===== src/rtl/mc_defs_pkg.sv =====
// Shared definitions for the multicycle control unit: opcodes, FSM state
// encodings, datapath select codes and the control-word layout.
package mc_defs_pkg;

    localparam logic [6:0] OP_LOAD   = 7'b0000011;
    localparam logic [6:0] OP_STORE  = 7'b0100011;
    localparam logic [6:0] OP_IMM    = 7'b0010011;
    localparam logic [6:0] OP_BRANCH = 7'b1100011;

    typedef enum logic [3:0] {
        StFetch   = 4'd0,
        StDecode  = 4'd1,
        StMemAddr = 4'd2,
        StMemRd   = 4'd3,
        StWbMem   = 4'd4,
        StMemWr   = 4'd5,
        StExecI   = 4'd6,
        StWbAlu   = 4'd7,
        StBranch  = 4'd8,
        StHalt    = 4'd9
    } state_e;

    localparam logic [1:0] ALUSRC_A_PC    = 2'b00;
    localparam logic [1:0] ALUSRC_A_RS1   = 2'b01;
    localparam logic [1:0] ALUSRC_A_OLDPC = 2'b10;

    localparam logic [1:0] ALUSRC_B_RS2  = 2'b00;
    localparam logic [1:0] ALUSRC_B_FOUR = 2'b01;
    localparam logic [1:0] ALUSRC_B_IMM  = 2'b10;

    localparam logic [1:0] ALUOP_ADD = 2'b00;
    localparam logic [1:0] ALUOP_SUB = 2'b01;

    localparam logic [1:0] IMM_I = 2'b00;
    localparam logic [1:0] IMM_S = 2'b01;
    localparam logic [1:0] IMM_B = 2'b10;

    // fetch_ld/br_ld/done_rdy are qualified in the top by mem_ready or the branch test.
    typedef struct packed {
        logic       mem_read;
        logic       mem_write;
        logic       i_or_d;
        logic       reg_write;
        logic       wb_sel;
        logic       pc_src;
        logic [1:0] alu_src_a;
        logic [1:0] alu_src_b;
        logic [1:0] alu_op;
        logic [1:0] imm_type;
        logic       fetch_ld;
        logic       br_ld;
        logic       done;
        logic       done_rdy;
    } ctrl_t;

endpackage


===== src/rtl/mc_output_decode.sv =====
// State to control-word ROM for the multicycle control unit.
module mc_output_decode
    import mc_defs_pkg::*;
(
    input  state_e state_i,
    input  logic   is_store_i,
    output ctrl_t  ctrl_o
);

    always_comb begin
        ctrl_o = '0;
        case (state_i)
            StFetch: begin
                ctrl_o.mem_read  = 1'b1;
                ctrl_o.alu_src_a = ALUSRC_A_PC;
                ctrl_o.alu_src_b = ALUSRC_B_FOUR;
                ctrl_o.alu_op    = ALUOP_ADD;
                ctrl_o.fetch_ld  = 1'b1;
            end
            StDecode: begin
                // ALUOut captures old_pc + B-immediate as the branch target.
                ctrl_o.alu_src_a = ALUSRC_A_OLDPC;
                ctrl_o.alu_src_b = ALUSRC_B_IMM;
                ctrl_o.imm_type  = IMM_B;
                ctrl_o.alu_op    = ALUOP_ADD;
            end
            StMemAddr: begin
                ctrl_o.alu_src_a = ALUSRC_A_RS1;
                ctrl_o.alu_src_b = ALUSRC_B_IMM;
                ctrl_o.alu_op    = ALUOP_ADD;
                ctrl_o.imm_type  = is_store_i ? IMM_S : IMM_I;
            end
            StMemRd: begin
                ctrl_o.mem_read = 1'b1;
                ctrl_o.i_or_d   = 1'b1;
            end
            StWbMem: begin
                ctrl_o.reg_write = 1'b1;
                ctrl_o.wb_sel    = 1'b1;
                ctrl_o.done      = 1'b1;
            end
            StMemWr: begin
                ctrl_o.mem_write = 1'b1;
                ctrl_o.i_or_d    = 1'b1;
                ctrl_o.done_rdy  = 1'b1;
            end
            StExecI: begin
                ctrl_o.alu_src_a = ALUSRC_A_RS1;
                ctrl_o.alu_src_b = ALUSRC_B_IMM;
                ctrl_o.imm_type  = IMM_I;
                ctrl_o.alu_op    = ALUOP_ADD;
            end
            StWbAlu: begin
                ctrl_o.reg_write = 1'b1;
                ctrl_o.wb_sel    = 1'b0;
                ctrl_o.done      = 1'b1;
            end
            StBranch: begin
                ctrl_o.alu_src_a = ALUSRC_A_RS1;
                ctrl_o.alu_src_b = ALUSRC_B_RS2;
                ctrl_o.alu_op    = ALUOP_SUB;
                ctrl_o.pc_src    = 1'b1;
                ctrl_o.br_ld     = 1'b1;
                ctrl_o.done      = 1'b1;
            end
            default: ;
        endcase
    end

endmodule


===== src/rtl/multicycle_control_unit.sv =====
// Multicycle control FSM for lw/sw/addi/beq/bne: state register, next-state
// logic, sticky illegal flag and retired-instruction counter.
module multicycle_control_unit
    import mc_defs_pkg::*;
#(
    parameter int unsigned COUNT_WIDTH = 32,
    parameter logic [3:0]  RESET_STATE = 4'd0
) (
    input  logic                   clk,
    input  logic                   reset,
    input  logic [6:0]             opcode,
    input  logic [2:0]             funct3,
    input  logic                   alu_zero,
    input  logic                   mem_ready,
    output logic                   pc_write,
    output logic                   pc_src,
    output logic                   ir_write,
    output logic                   mem_read,
    output logic                   mem_write,
    output logic                   i_or_d,
    output logic                   reg_write,
    output logic                   wb_sel,
    output logic [1:0]             alu_src_a,
    output logic [1:0]             alu_src_b,
    output logic [1:0]             alu_op,
    output logic [1:0]             imm_type,
    output logic                   instr_done,
    output logic                   illegal,
    output logic [COUNT_WIDTH-1:0] retired,
    output logic [3:0]             state
);

    state_e                 state_q, state_d;
    logic                   illegal_q;
    logic [COUNT_WIDTH-1:0] retired_q;
    ctrl_t                  ctrl;
    logic                   is_store;
    logic                   en;

    assign is_store = (opcode == OP_STORE);

    mc_output_decode u_decode (
        .state_i    (state_q),
        .is_store_i (is_store),
        .ctrl_o     (ctrl)
    );

    always_comb begin
        state_d = state_q;
        case (state_q)
            StFetch:   if (mem_ready) state_d = StDecode;
            StDecode: begin
                case (opcode)
                    OP_LOAD, OP_STORE: state_d = StMemAddr;
                    OP_IMM:            state_d = StExecI;
                    OP_BRANCH:         state_d = (funct3[2:1] == 2'b00) ? StBranch : StHalt;
                    default:           state_d = StHalt;
                endcase
            end
            StMemAddr: state_d = is_store ? StMemWr : StMemRd;
            StMemRd:   if (mem_ready) state_d = StWbMem;
            StWbMem:   state_d = StFetch;
            StMemWr:   if (mem_ready) state_d = StFetch;
            StExecI:   state_d = StWbAlu;
            StWbAlu:   state_d = StFetch;
            StBranch:  state_d = StFetch;
            StHalt:    state_d = StHalt;
            default:   state_d = StHalt;
        endcase
    end

    // Strobes are forced low while reset is held so an abandoned access stops at once.
    assign en         = ~reset;
    assign mem_read   = ctrl.mem_read & en;
    assign mem_write  = ctrl.mem_write & en;
    assign reg_write  = ctrl.reg_write & en;
    assign ir_write   = ctrl.fetch_ld & mem_ready & en;
    assign pc_write   = ((ctrl.fetch_ld & mem_ready) |
                         (ctrl.br_ld & (alu_zero ^ funct3[0]))) & en;
    assign instr_done = (ctrl.done | (ctrl.done_rdy & mem_ready)) & en;
    assign pc_src     = ctrl.pc_src;
    assign i_or_d     = ctrl.i_or_d;
    assign wb_sel     = ctrl.wb_sel;
    assign alu_src_a  = ctrl.alu_src_a;
    assign alu_src_b  = ctrl.alu_src_b;
    assign alu_op     = ctrl.alu_op;
    assign imm_type   = ctrl.imm_type;

    always_ff @(posedge clk or posedge reset) begin
        if (reset) begin
            state_q   <= state_e'(RESET_STATE);
            retired_q <= '0;
            illegal_q <= 1'b0;
        end else begin
            state_q <= state_d;
            if (instr_done) begin
                retired_q <= retired_q + COUNT_WIDTH'(1);
            end
            if (state_d == StHalt) begin
                illegal_q <= 1'b1;
            end
        end
    end

    assign illegal = illegal_q;
    assign retired = retired_q;
    assign state   = state_q;

endmodule

===== config.mk =====
export PLATFORM = sky130hd
export DESIGN_NAME = multicycle_control_unit
export DESIGN_NICKNAME = d
export VERILOG_FILES = /design/src/rtl/mc_defs_pkg.sv /design/src/rtl/mc_output_decode.sv /design/src/rtl/multicycle_control_unit.sv
export SDC_FILE = /design/constraint.sdc
export NUM_CORES = 1
export LEC_CHECK = 0
export BUFFER_PORTS_ARGS = -buffer_cell sky130_fd_sc_hd__buf_2
export CAP_MARGIN = 5
export CORE_MARGIN = 2
export CORE_UTILIZATION = 50
export DETAILED_ROUTE_END_ITERATION = 12
export HOLD_SLACK_MARGIN = 0.15
export MAX_ROUTING_LAYER = met4
export PLACE_DENSITY = 0.81
export SETUP_SLACK_MARGIN = 0.5
export SLEW_MARGIN = 20
export SYNTH_ARGS = -nofsm -noshare
export SYNTH_HDL_FRONTEND = slang
export SYNTH_SLANG_ARGS = --single-unit

===== constraint.sdc =====
create_clock -name clk -period 2.55 [get_ports clk]
set_input_delay 0.51 -clock clk [delete_from_list [all_inputs] [get_ports clk]]
set_output_delay 0.51 -clock clk [all_outputs]
set_load 0.02 [all_outputs]

==> flow_summary.yaml <==
run_status:
  outcome: "finished, final reports clean"
finish:
  drive_above_1_share_pct: 44.3
  synthToLayoutAreaGrowth_pct: 39.4
  antenna_cells: 0
  layout.nets: 310
  final_common_cell: "buf_2"
  nFillCells: 280
  final_cell_mix: "59 x buf_2, 33 x dfrtp_1, 32 x xnor2_1, 31 x buf_4, 15 x nand3_1"
route:
  vias: 1903
  avgRoutedWirePerCell_um: 15.1
  drt_iter0_markers: 142
  vias_per_cell: 5.50
  wirelength_um: 5240
  antenna_left: 0
  drt_pass1_iterations: 4
  drcViolationCount: 0
synth:
  syn_inst: 207
  synth_nets: 222
  ys_types: 45
  postSynthAreaPerCell_sq_um: 9.92
  synth_edf_count: 0
  async_flop_share_pct: 100
  ys_ff_latch: 37
  ys_seq_area_share_pct: 45.1
  syn-cell-area_sq_mm: 0.00205
  ys.flop_type: "dfrtp_1"
  ys_warn_count: 0
critical_path:
  crit_path_end: "pc_write"
  end_kind: "output pin"
  reg2reg_depth: 6
  critical_path_class: "register to output pin"
  r2r_start: "state[1]$_DFF_PP0_"
  reg2reg_to: "retired[27]$_DFFE_PP0P_"
  critPathArrivalTime_ns: 1.65
  critPathMaxFanout: 7
  required_ns: 2.04
  crit_path_start_kind: "register"
  ff2ff_setup_slack_ns: 0.64
  worstSetupStartpoint: "state[1]$_DFF_PP0_"
clock_tree:
  cts-buffers-inserted: 5
  cts_hold_buf: 0
  clockBufferDepth: 2
  cts-root-buf: "clkbuf_8"
  path_clk_slew_ns: 0.07
  cts.sinks: 37
  htreeDepth: 2
  cts_tree: "yes"
  insertion_delay_ns: 0.29
global_routing:
  antenna_found_initial: 0
  grt_max_degree: 21
  gr-usage-all-layers_pct: 24.3
  grt_first_pass_wirelength_um: 8140
  first_global_vias: 1691
  grt-ovfl-total: 0
timing:
  min_period_ns: 2.16
  skew_ns: 0.00484
  period_share_pct: 84.6
  setup_viol: 0
  fmax_ghz: 0.464
  hold_ws_ns: 0.396
  hold_viol: 0
  grt_setup_unrepaired: "true"
  slew_viol_final: 0
  post-route-worst-setup-slack_ns: 0.394
  tns_ns: 0
floorplan:
  core_area_sq_mm: 0.00397
  die_y_um: 68.1
  num_rows: 23
  io-pin-count: 68
  initial_core_util_pct: 51.7
  die-width_um: 68.1
  dieArea_sq_mm: 0.00463
power:
  p_leak_uw: 0.00139
  total_power_uw: 1980
  ir_drop_v: 0.000463
  power_density_mw_per_mm2: 693
placement:
  globalplace.congestion: 0.802
  dp_hpwl_um: 3360
  place.port_buffers: 66
  pre_cts_ws_ns: 0.430
job:
  cap_viol_max_count: 0
min_path:
  hold_class: "input pin to asynchronous set/reset pin"
==> where the power goes <==
part | switching, uW | leakage, uW | internal, uW
logic | 450 | 0.000848 | 367
registers | 82.1 | 0.000489 | 636
clock network | 205 | 0.0000542 | 244
total | 737 | 0.00139 | 1250
==> per-layer routing <==
metal	track usage [%]	vias up	part of all wire [%]
met5	-	-	0
met4	8.25	0	2.4
met3	5.43	14	5.5
met2	38.8	79	49
met1	30.5	907	43
li1	-	903	-
==> cell families (layout without fill, tap and decap cells) <==
group,Yosys count,after routing,synth area share [%]
AO/OA/AOI/OAI,22,22,7.37
XOR/XNOR,33,33,14.1
adder cells (fa/ha/maj),1,1,0.609
buffers and inverters,17,106,3.90
flip-flops,37,37,45.1
multiplexers,2,2,1.04
other,1,1,0.183
AND/OR/NAND/NOR,94,94,27.7
==> how the worst min path moves through the flow <==
stage / cells past startpoint / end / start
final: 3 / retired[4]$_DFFE_PP0P_ / reset
after global routing: 3 / retired[5]$_DFFE_PP0P_ / reset
after CTS: 3 / retired[4]$_DFFE_PP0P_ / reset
after detailed placement: 1 / illegal$_DFFE_PP0N_ / illegal$_DFFE_PP0N_
after global placement: 1 / illegal$_DFFE_PP0N_ / illegal$_DFFE_PP0N_
after floorplan: 1 / illegal$_DFFE_PP0N_ / illegal$_DFFE_PP0N_
==> state kept, by name, summed over array words and instances (netlist names) <==
name     flops
retired     32
illegal      1
state        4
==> stage by stage <==
step | cell area [sq um] | util, % | cells
final | 2860 | 72.1 | 346
after global routing | 2860 | 72.1 | 346
after CTS | 2790 | 70.1 | 339
after detailed placement | 2470 | 62.3 | 314
after global placement | 2470 | 62.3 | 314
after floorplan | 2110 | - | 207
==> synthesized netlist by cell type (2+ instances only) <==
cell type	instances	area share, %
clkbuf_1	5	0.91
a21o_1	2	0.73
inv_1	4	0.73
nor4b_1	2	0.85
dfrtp_1	37	45
o21ai_0	2	0.49
nor2_1	12	2.2
and2_2	2	0.73
buf_4	3	1.1
nand2b_1	6	1.8
nand3_1	16	3.9
nand2_1	14	2.6
a21oi_1	8	2.0
nor2b_1	2	0.61
and3_1	4	1.2
nor4_1	2	0.61
or3_1	2	0.61
buf_2	4	0.98
nor3_1	7	1.7
o22ai_1	3	0.91
nand4_1	14	4.3
xnor2_1	32	14
and2_1	2	0.61
==> worst max-delay path, stage by stage (launching register included) <==
cell and delay [ns]:
dfrtp_2 0.47, or3_4 0.44, a2111oi_4 0.24, buf_4 0.21
==> final cells by class <==
| type | count | area (sq um) | share of cell area, % |
|---|---|---|---|
| multi-input combinational | 153 | 1170 | 40.9 |
| sequential | 37 | 931 | 32.5 |
| timing repair buffer | 94 | 582 | 20.3 |
| clock buffer | 7 | 96.3 | 3.37 |
| tap | 50 | 62.6 | 2.19 |
| inverter | 4 | 15.0 | 0.525 |
| clock inverter | 1 | 5.00 | 0.175 |
==> what timing repair did <==
item,CTS,global route
buffers inserted,17,7
resized for setup,21,6
pin swaps,8,6
setup endpoints to repair,14,20
Note: power is estimated with default switching activity, not from simulation.
